$ cat src/rtl/arb6_pkg.sv
// Shared types and constants for the 6-way round-robin request arbiter.
package arb6_pkg;

    localparam int N_REQ = 6;
    localparam int ID_W  = 3;

    typedef enum logic [1:0] {
        IDLE    = 2'd0,
        GRANT   = 2'd1,
        RELEASE = 2'd2
    } arb_state_t;

    function automatic logic [ID_W-1:0] onehot_to_id(input logic [N_REQ-1:0] oh);
        logic [ID_W-1:0] id;
        id = '0;
        for (int i = 0; i < N_REQ; i++) begin
            if (oh[i]) id = id | ID_W'(i);
        end
        return id;
    endfunction

endpackage

$ cat src/rtl/rr_pick6.sv
// Combinational round-robin picker: first set request after last_id, wrapping 5 -> 0.
module rr_pick6
    import arb6_pkg::*;
(
    input  logic [N_REQ-1:0] req_q,
    input  logic [ID_W-1:0]  last_id,
    output logic [N_REQ-1:0] win_onehot,
    output logic [ID_W-1:0]  win_id,
    output logic             win_valid
);

    logic [ID_W-1:0] scan_idx;
    logic            found;

    always_comb begin
        win_onehot = '0;
        found      = 1'b0;
        scan_idx   = '0;
        // Scan last_id+1 .. last_id+6 so the previous owner is considered last.
        for (int k = 1; k <= N_REQ; k++) begin
            scan_idx = ID_W'((int'(last_id) + k) % N_REQ);
            if (!found && req_q[scan_idx]) begin
                win_onehot[scan_idx] = 1'b1;
                found                = 1'b1;
            end
        end
    end

    assign win_id    = onehot_to_id(win_onehot);
    assign win_valid = |win_onehot;

endmodule

$ cat src/rtl/req_arbiter_6.sv
// Round-robin arbiter granting one of 6 qualified requesters with a turnaround cycle.
// Optional hold watchdog enabled by defining REQ_ARB_TIMEOUT_EN.
module req_arbiter_6
    import arb6_pkg::*;
#(
    parameter logic [N_REQ-1:0] POLARITY_MASK = 6'b000000,
    parameter int               TIMEOUT       = 16
) (
    input  logic             clock,
    input  logic             reset,
    input  logic [N_REQ-1:0] req_in,
    input  logic             enable,
    input  logic             done,
    output logic [N_REQ-1:0] grant,
    output logic             grant_valid,
    output logic [ID_W-1:0]  grant_id,
    output logic             any_req,
    output logic             timeout_err,
    output logic [1:0]       state_dbg
);

    // Handshake: grant_valid/grant_id describe the current owner; the owner holds the
    // resource until it asserts done (sampled only in GRANT) or drops its request.

    arb_state_t       state, state_nxt;
    logic [N_REQ-1:0] req_q;
    logic [ID_W-1:0]  last_id;
    logic [ID_W-1:0]  owner_id;
    logic [N_REQ-1:0] win_onehot;
    logic [ID_W-1:0]  win_id;
    logic             win_valid;
    logic             load_grant;
    logic             drop_grant;
    logic             close_owner;
    logic             owner_gone;
    logic             timeout_hit;

    // The hold counter is 5 bits wide, so TIMEOUT values beyond 32 are not representable.
    if (TIMEOUT < 1 || TIMEOUT > 32) begin : g_timeout_out_of_range
    end

    rr_pick6 u_pick (
        .req_q      (req_q),
        .last_id    (last_id),
        .win_onehot (win_onehot),
        .win_id     (win_id),
        .win_valid  (win_valid)
    );

    assign owner_gone = ~req_q[grant_id];

    always_ff @(posedge clock or posedge reset) begin
        if (reset) state <= IDLE;
        else       state <= state_nxt;
    end

    always_comb begin
        state_nxt   = state;
        load_grant  = 1'b0;
        drop_grant  = 1'b0;
        close_owner = 1'b0;
        case (state)
            IDLE: begin
                if (enable && win_valid) begin
                    state_nxt  = GRANT;
                    load_grant = 1'b1;
                end
            end
            GRANT: begin
                if (done || owner_gone || timeout_hit) begin
                    state_nxt  = RELEASE;
                    drop_grant = 1'b1;
                end
            end
            RELEASE: begin
                state_nxt   = IDLE;
                close_owner = 1'b1;
            end
            default: state_nxt = IDLE;
        endcase
    end

    // last_id resets to 5 so requester 0 is scanned first after reset.
    always_ff @(posedge clock or posedge reset) begin
        if (reset) begin
            req_q       <= '0;
            grant       <= '0;
            grant_valid <= 1'b0;
            grant_id    <= '0;
            owner_id    <= '0;
            last_id     <= ID_W'(N_REQ - 1);
        end else begin
            req_q <= req_in ^ POLARITY_MASK;
            if (load_grant) begin
                grant       <= win_onehot;
                grant_valid <= 1'b1;
                grant_id    <= win_id;
                owner_id    <= win_id;
            end else if (drop_grant) begin
                grant       <= '0;
                grant_valid <= 1'b0;
                grant_id    <= '0;
            end
            if (close_owner) last_id <= owner_id;
        end
    end

`ifdef REQ_ARB_TIMEOUT_EN
    logic [4:0] hold_cnt;
    logic       timeout_flag;

    assign timeout_hit = (state == GRANT) && (hold_cnt == 5'(TIMEOUT - 1));

    always_ff @(posedge clock or posedge reset) begin
        if (reset) begin
            hold_cnt     <= '0;
            timeout_flag <= 1'b0;
        end else begin
            if (load_grant)          hold_cnt <= '0;
            else if (state == GRANT) hold_cnt <= hold_cnt + 5'd1;
            // Only a release actually forced by the watchdog marks the error.
            if (timeout_hit && !done && !owner_gone) timeout_flag <= 1'b1;
        end
    end

    assign timeout_err = timeout_flag;
`else
    assign timeout_hit = 1'b0;
    assign timeout_err = 1'b0;
`endif

    assign any_req   = |req_q;
    assign state_dbg = state;

endmodule

$ cat config.mk
export PLATFORM = sky130hd
export DESIGN_NAME = req_arbiter_6
export DESIGN_NICKNAME = d
export VERILOG_FILES = /design/src/rtl/arb6_pkg.sv /design/src/rtl/rr_pick6.sv /design/src/rtl/req_arbiter_6.sv
export SDC_FILE = /design/constraint.sdc
export NUM_CORES = 1
export LEC_CHECK = 0
export CAP_MARGIN = 10
export CORE_UTILIZATION = 50
export DETAILED_ROUTE_END_ITERATION = 10
export GPL_TIMING_DRIVEN = 0
export PLACE_DENSITY_LB_ADDON = 0.1
export SLEW_MARGIN = 20
export SYNTH_ARGS = -nofsm -noshare
export SYNTH_HDL_FRONTEND = slang
export SYNTH_SLANG_ARGS = --single-unit
$ cat constraint.sdc
create_clock -name clock -period 7.3 [get_ports clock]
set_input_delay 0.73 -clock clock [delete_from_list [all_inputs] [get_ports clock]]
set_output_delay 0.73 -clock clock [all_outputs]
set_load 0.03 [all_outputs]
* After elaboration in Yosys (flattened, before gate mapping)
Cells that the tools add are included.
Word-level totals: register bits after elaboration 24, input port bits 10, output and inout bits 14, logic and storage cells 121
Cells by class: add/sub/neg operators 6, divide/modulo/power cells 6, magnitude comparators 13, equal/unequal tests 4, muxes and demuxes 56, bitwise operators 6, reductions and logical operators 23
Operator list (number):
- $mod 32x4->32 const B | 6
- $mux 6 | 8
- $or 6x6->6 | 5
- $lt 3x4->1 const B | 7
- $mux 1 | 26
- $bmux 1 s3 | 7
- $demux 1 s3 | 6
- $ge 3x1->1 const B | 6
- $add 3x3->4 const B | 3
- $logic_and 1x1->1 | 12
- $mux 3 | 4
- $reduce_or 6->1 | 2
- $add 3x2->4 const B | 2
- $mux 2 | 4
- $logic_not 1->1 | 5
- $add 3x1->4 const B | 1
- $ne 2x2->1 const B | 2
- $pmux 2 s2 | 1
- $eq 2x1->1 const B | 1
- $eq 2x2->1 const B | 1
- $logic_not 2->1 | 1
- $reduce_and 2->1 | 1
- $reduce_bool 2->1 | 1
- $logic_or 1x1->1 | 1
- $not 1->1 | 1

* Depth between registers and ports, before layout
Gate-level depths: netlist of the first run.
depth in word-level cells 26, depth in mapped cells 16, mapped depth without buffers 14

* By module
Synthesis of the first run repeated with hierarchy kept, for this count alone.
Unflattened totals: cell total of the unflattened synthesis 228, area total of the unflattened synthesis 2129.5 µm²
By module, submodules not included:
- req_arbiter_6 | instances 1, cells an instance 95, area each 1106.1 µm², seq. area each 603.1 µm²
- rr_pick6 | instances 1, cells an instance 133, area each 1023.5 µm², seq. area each 0.0 µm²

* Least setup slack after synthesis of the first run
Ideal clock, no wire load.
path kind register to register, start register last_id[2], end register state[0], in the netlist state_dbg[0], setup time 0.120 ns, data arrival time 3.579 ns, required time 7.180 ns, slack 3.602 ns, stages on the path, launching flop included 17, path buffers 2, period minus slack after synthesis 3.698 ns, cell sequence dfstp_2 > buf_6 > inv_1 > ha_1 > buf_2 > a21oi_1 > inv_1 > ha_1 > and4b_1 > a211oi_1 > o21ai_1 > a211o_1 > a32o_1 > a31oi_4 > and4_4 > a21oi_4 > a31o_1
Between the ends: longest elaborated chain between the ends 24, elaborated cells on any way between the ends 84, classes of those cells add/sub: 6; div: 6; order compare: 12; eq/ne: 1; mux: 35; bitwise: 5; reduce/logical: 19
Ends and longest elaborated chain:
- start: declaration | line req_arbiter_6.sv:27 | logic [ID_W-1:0] last_id;
- start signal: assignment | line req_arbiter_6.sv:91 | last_id <= ID_W'(N_REQ - 1);
- start signal: assignment | line req_arbiter_6.sv:104 | if (close_owner) last_id <= owner_id;
- parallel branches: the longest is 19 deep, another holds $mod 32x4->32
- $mux 6 (*) | line rr_pick6.sv:22 | if (!found && req_q[scan_idx]) begin
- $reduce_or 6->1 (*) | line rr_pick6.sv:30 | assign win_valid = |win_onehot;
- $logic_and 1x1->1 (*) | line req_arbiter_6.sv:64 | if (enable && win_valid) begin
- $ne 2x2->1 (no line) (*)
- $reduce_and 2->1 (no line) (*)
- end signal: assignment | line req_arbiter_6.sv:54 | else state <= state_nxt;
- end: declaration | line req_arbiter_6.sv:25 | arb_state_t state, state_nxt;
Mark *: on every way between the ends. The select of a mux whose other input is x is not followed. A chain may end at the register's enable or synchronous reset.

* Final worst setup path of the first run
start register last_id[2], end register owner_id[0]
Between the ends: longest elaborated chain between the ends 25, elaborated cells on any way between the ends 89, classes of those cells add/sub: 6; div: 6; order compare: 12; mux: 42; bitwise: 5; reduce/logical: 18
Ends and longest elaborated chain:
- parallel branches: the longest is 19 deep, another holds $mod 32x4->32
- $mux 6 (*) | line rr_pick6.sv:22
- $mux 1 | line arb6_pkg.sv:17 | if (oh[i]) id = id | ID_W'(i);
- $mux 2 (2 in a row) | line arb6_pkg.sv:17
- $mux 3 (2 in a row) | line arb6_pkg.sv:17
- end signal: assignment | line req_arbiter_6.sv:98 | owner_id <= win_id;
- end: declaration | line req_arbiter_6.sv:28 | logic [ID_W-1:0] owner_id;
Marked as above.

==> results of run 1 <==
-- cell type report --
| type | count | area, um^2 |
|---|---|---|
| flip-flops and latches | 24 | 603 |
| inverters | 16 | 60.1 |
| clock buffers | 4 | 55.1 |
| multi-input cells | 188 | 1350 |
| well taps | 50 | 62.6 |
| fillers | 372 | 1580 |
| repair buffers | 22 | 220 |
| plain buffers | 11 | 68.8 |
-- registers in the layout (all words and copies together), names as in the netlist --
signal and cells:
owner_id 3, state_dbg 2, req_q 6, grant_valid 1
grant 6, grant_id 3, last_id 3
-- layer usage --
| metal | up-vias | wire length (um) | track usage | share of wire |
|---|---|---|---|---|
| met1 | 865 | 2230 | 0.303 | 0.46 |
| met2 | 45 | 2320 | 0.422 | 0.48 |
| met5 | - | 0 | 0 | 0 |
| met4 | 0 | 133 | 0.0931 | 0.027 |
| met3 | 12 | 149 | 0.0137 | 0.031 |
| li1 | 929 | - | - | - |
-- worst min path at each step --
| stage | startpoint | end |
|---|---|---|
| 2_1_floorplan | owner_id[1] | owner_id[1] |
| 3_3_place_gp | owner_id[1] | owner_id[1] |
| 3_5_place_dp | grant_valid | grant_valid |
| 4_1_cts | grant_valid | grant_valid |
| 5_1_grt | grant_valid | grant_valid |
| 6_report | grant_valid | grant_valid |
-- cell families (layout without fill, tap and decap cells) --
| kind of cell | Yosys count | in the layout |
|---|---|---|
| AO/OA/AOI/OAI | 65 | 65 |
| XOR/XNOR | 4 | 4 |
| adder cells (fa/ha/maj) | 10 | 10 |
| buffers and inverters | 27 | 53 |
| flip-flops | 24 | 24 |
| multiplexers | 22 | 22 |
| other | 1 | 1 |
| AND/OR/NAND/NOR | 86 | 86 |
-- placed cells by master (no fill, tap or decap), types with 3 or more instances in the layout --
cell              n
nand2_1          27
and3_1            4
clkbuf_8          4
nor2_1           22
a211o_1           5
nor3_1            5
ha_1             10
dfrtp_1          22
inv_1            13
o21ai_0           7
buf_6             3
nand3_1           6
mux2_2            6
a211oi_2          3
nand2b_1          4
clkbuf_1          6
nor2b_1           3
a21oi_1           7
a211oi_1          3
a21o_1            5
clkdlybuf4s50_1  22
mux2i_1          13
o21ai_1           8
o211ai_1          3
-- worst reg2reg max path, cell delays in order (launching register included) --
cell and delay, ns:
dfstp_2 0.57, buf_6 0.15, inv_1 0.05, ha_1 0.16, buf_2 0.17, a21oi_1 0.26
inv_1 0.07, ha_1 0.29, and4b_1 0.20, a211oi_1 0.52, o21ai_1 0.23, a211oi_1 0.34
o21ai_0 0.16, a32o_1 0.32, mux2_2 0.30, o31ai_2 0.29, o21ai_1 0.12
-- metrics by stage --
step,hold WS (ns),cells,instance area [um^2],util,worst slack [ns]
2_1_floorplan,0.446,239,2080,-,3.60
3_3_place_gp,0.459,311,2370,0.591,3.12
3_5_place_dp,0.465,311,2370,0.591,3.09
4_1_cts,0.484,315,2420,0.605,3.03
5_1_grt,0.517,315,2420,0.605,2.64
6_report,0.483,315,2420,0.605,2.99
==> impl_metrics.yaml, run 1 <==
status:
  status: "completed"
sta:
  min_period_ns: 4.31
  fin_skew_ns: 0.00287
  finalCritPeriodShare: 0.590
  hold_viol_final: 0
  tightest_slew_ns: 0.889
  maxSlewViolCount: 0
  max_freq_mhz: 232
  setup_viol: 0
  setup_tns_ns: 0
  rsz0062_at_grt: "no"
  maxSlewHeadroom: 0.407
yosys:
  synthXorXnorAreaFrac: 0.0204
  synth.avg_cell_area_um2: 8.72
  synth.area.mux_share: 0.124
  ys_seq_elements: 24
  synth.lib_cells_used.distinct: 64
  ys_seq_area_frac: 0.289
  synth_compound_area_frac: 0.240
  ys_warn_count: 0
  synth.most_common_cell: "nand2_1"
  synthSimpleGateAreaFrac: 0.203
  synth_top_area_cell: "dfrtp_1"
  yosys.area_share.adder: 0.0601
  ys.flop_type: "dfrtp_1"
  synth_edf_count: 0
  synth_top_family_by_area: "compound AO/OA/AOI/OAI gates"
  synth_top_area_frac: 0.264
  synth_area_leaders: "dfrtp_1 26%, mux2i_1 6.2%, ha_1 6.0%"
  async_reset_ff_frac: 1.00
  postSynthNetCount: 259
  synthCells: 239
  netlist_top_cells_count: "27 x nand2_1, 22 x dfrtp_1, 22 x nor2_1"
  syn_area_um2: 2080
die:
  fp.dieH_um: 66.6
  pin_count: 24
  dieArea_um2: 4430
  core_area_um2: 4000
  die_w_um: 66.6
  row_count: 23
  initial_core_util: 0.521
critical_path:
  cp.required_ns: 7.44
  reg2reg_setup_slack_ns: 2.99
  end_kind: "flip-flop"
  worstRegToRegCells: 16
  worstSetupPathType: "flip-flop to flip-flop"
  reg2reg_from: "last_id[2]"
  r2r_end: "owner_id[0]"
  crit_end: "owner_id[0]"
  critPathSlowestCell: "dfstp_2"
  path_cells: "buf_6 > inv_1 > ha_1 > buf_2 > a21oi_1 > inv_1 > ha_1 > and4b_1 > a211oi_1 > o21ai_1 > a211oi_1 > o21ai_0 > a32o_1 > mux2_2 > o31ai_2 > o21ai_1"
  max_stage_delay_ns: 0.57
  crit_fanout: 9
  crit_cells: 16
  path_delay_family: "compound AO/OA/AOI/OAI gates"
  start_kind: "flip-flop"
  crit_start: "last_id[2]"
  path_buf_inv: 4
  worstPathArrival_ns: 4.45
routing:
  num_vias: 1851
  routed_wl_mm: 4.84
  ant_nets: 0
  first_iter_violations: 132
  routedWlPerCell_um: 15.4
  via_per_inst: 5.88
  post-route-drc-count: 0
  dr.pass1.iters: 4
clock_network:
  cts-root-buf: "clkbuf_8"
  cts_buffers: 3
  postCtsSetupBuffers: 0
  clock_latency_ns: 0.27
  htree_levels: 1
  clockBufferDepth: 2
  cts_tree: "built"
  ctsResizeCount: 0
  numClockSinks: 24
  path_clk_slew_ns: 0.08
  cts_hold_buf: 0
finish:
  syn_to_final_growth_pct: 16.2
  num-nets-final: 286
  layout-drive-gt1-share: 0.128
  diodes: 0
global_route:
  grt_pass1_vias: 1771
  antenna_found_initial: 0
  grt_pass1_wl_mm: 8.08
  grt_max_degree: 25
  globalRouteOverflowTotal: 0
  track_usage: 0.239
flow_run:
  cap_violations: 0
placement:
  io_buffers: 22
  routabilityCongestion: 0.884
  dp_hpwl_mm: 3.68
min_path:
  hold_class: "flip-flop to flip-flop"
  whs_path_depth: 1
Power of run 1 is not shown: default switching activity piles up to over one toggle a cycle in this logic, so the estimate is an artifact.
==> run 2, diff against run 1 <==
==> constraint.sdc (replaced) <==
create_clock -name clock -period 4.4 [get_ports clock]
set_input_delay 0.44 -clock clock [delete_from_list [all_inputs] [get_ports clock]]
set_output_delay 0.44 -clock clock [all_outputs]
set_load 0.03 [all_outputs]
==> run 2 against run 1 <==
Maximum frequency rose by 3.6%. Critical path type unchanged. Flip-flop and latch count did not move. Critical path depth did not move. Die area did not move. Final cell count did not move. Critical endpoint unchanged. Cell area rose by 1.8%.
==> impl_metrics.yaml, run 2 (same netlist as run 1, synthesis figures left out) <==
routing:
  post-route-drc-count: 0
  routedWlPerCell_um: 15.8
  dr.pass1.iters: 5
  routed_wl_mm: 4.98
  first_iter_violations: 121
  num_vias: 1840
  via_per_inst: 5.84
  ant_nets: 0
critical_path:
  path_cells: "buf_6 > inv_1 > ha_1 > buf_2 > a21oi_2 > inv_1 > ha_1 > and4b_1 > a211o_1 > o41ai_2 > or3_1 > a211oi_2 > a211oi_2 > mux2i_1 > o31ai_2 > o21ai_1"
  crit_fanout: 9
  path_buf_inv: 4
  r2r_end: "owner_id[0]"
  path_delay_family: "compound AO/OA/AOI/OAI gates"
  worstSetupPathType: "flip-flop to flip-flop"
  worstPathArrival_ns: 4.30
  reg2reg_setup_slack_ns: 0.24
  end_kind: "flip-flop"
  critPathSlowestCell: "dfstp_2"
  cp.required_ns: 4.55
  max_stage_delay_ns: 0.57
  reg2reg_from: "last_id[2]"
  worstRegToRegCells: 16
  start_kind: "flip-flop"
global_route:
  grt_max_degree: 25
  grt_pass1_vias: 1771
  globalRouteOverflowTotal: 0
  grt_pass1_wl_mm: 8.08
  antenna_found_initial: 0
  track_usage: 0.239
die:
  row_count: 23
  fp.dieH_um: 66.6
  core_area_um2: 4000
  dieArea_um2: 4430
  die_w_um: 66.6
  initial_core_util: 0.521
  pin_count: 24
sta:
  rsz0062_at_grt: "no"
  fin_skew_ns: 0.00471
  hold_viol_final: 0
  setup_tns_ns: 0
  finalCritPeriodShare: 0.944
  min_period_ns: 4.16
  setup_viol: 0
  maxSlewViolCount: 0
  max_freq_mhz: 241
  maxSlewHeadroom: 0.405
  tightest_slew_ns: 0.892
placement:
  routabilityCongestion: 0.884
  io_buffers: 22
  dp_hpwl_mm: 3.68
clock_network:
  path_clk_slew_ns: 0.08
  clockBufferDepth: 2
  postCtsSetupBuffers: 0
  cts-root-buf: "clkbuf_8"
  cts_buffers: 3
  clock_latency_ns: 0.27
  numClockSinks: 24
  cts_hold_buf: 0
  htree_levels: 1
  cts_tree: "built"
finish:
  final_cell_mix: "27 x nand2_1, 22 x nor2_1, 22 x dfrtp_1, 22 x clkdlybuf4s50_1"
  top_regs: "grant x6, req_q x6"
  diodes: 0
  layout-drive-gt1-share: 0.147
  syn_to_final_growth_pct: 18.3
  layout_commonest_cell: "nand2_1"
  num-nets-final: 286
  fillers: 363
status:
  status: "completed"
flow_run:
  cap_violations: 0
min_path:
  hold_start: "grant_valid"
  whs_path_depth: 1
  hold_class: "flip-flop to flip-flop"
  hold_end: "grant_valid"
-- run 2: cell counts in the layout (fill, tap and decap cells not counted) --
Identical to the previous run, type by type.
-- run 2: per-layer routing --
metal	GRT usage	vias to the layer above	part of all wire
li1	-	928	-
met2	0.422	39	0.49
met4	0.0931	0	0.027
met3	0.0137	12	0.024
met1	0.303	861	0.46
met5	0	-	0
-- run 2: repair_timing --
action                                  CTS  global route
resized for setup                         0             7
endpoints found under the hold margin     0             0
endpoints found under the setup margin    0            14
-- run 2: final cells by class --
| class | count | area (um^2) | share of cell area |
|---|---|---|---|
| Timing Repair Buffer | 22 | 220 | 0.0894 |
| Buffer | 11 | 68.8 | 0.0279 |
| Clock buffer | 4 | 55.1 | 0.0223 |
| Tap cell | 50 | 62.6 | 0.0254 |
| Inverter | 16 | 60.1 | 0.0244 |
| Multi-Input combinational cell | 188 | 1390 | 0.566 |
| Sequential cell | 24 | 603 | 0.245 |
-- run 2: worst max-delay path by stage --
stage	slack, ns	cells after the start	endpoint	startpoint
5_1_grt	0.003	16	owner_id[0]	last_id[2]
3_3_place_gp	0.22	16	grant_id[0]	last_id[2]
2_1_floorplan	0.70	16	state_dbg[0]	last_id[2]
4_1_cts	0.13	16	owner_id[0]	last_id[2]
6_report	0.24	16	owner_id[0]	last_id[2]
3_5_place_dp	0.19	16	state_dbg[0]	last_id[2]
-- run 2: per-stage QoR --
step / util / worst slack [ns] / hold slack, ns / std cells / cell area [um^2]
finish: 0.616 / 0.245 / 0.484 / 315 / 2460
CTS: 0.605 / 0.129 / 0.484 / 315 / 2420
floorplan: - / 0.702 / 0.446 / 239 / 2080
global route: 0.616 / 0.00310 / 0.517 / 315 / 2460
detailed placement: 0.591 / 0.194 / 0.465 / 311 / 2370
global placement: 0.591 / 0.222 / 0.459 / 311 / 2370
Power of run 2 is left out for the same reason.
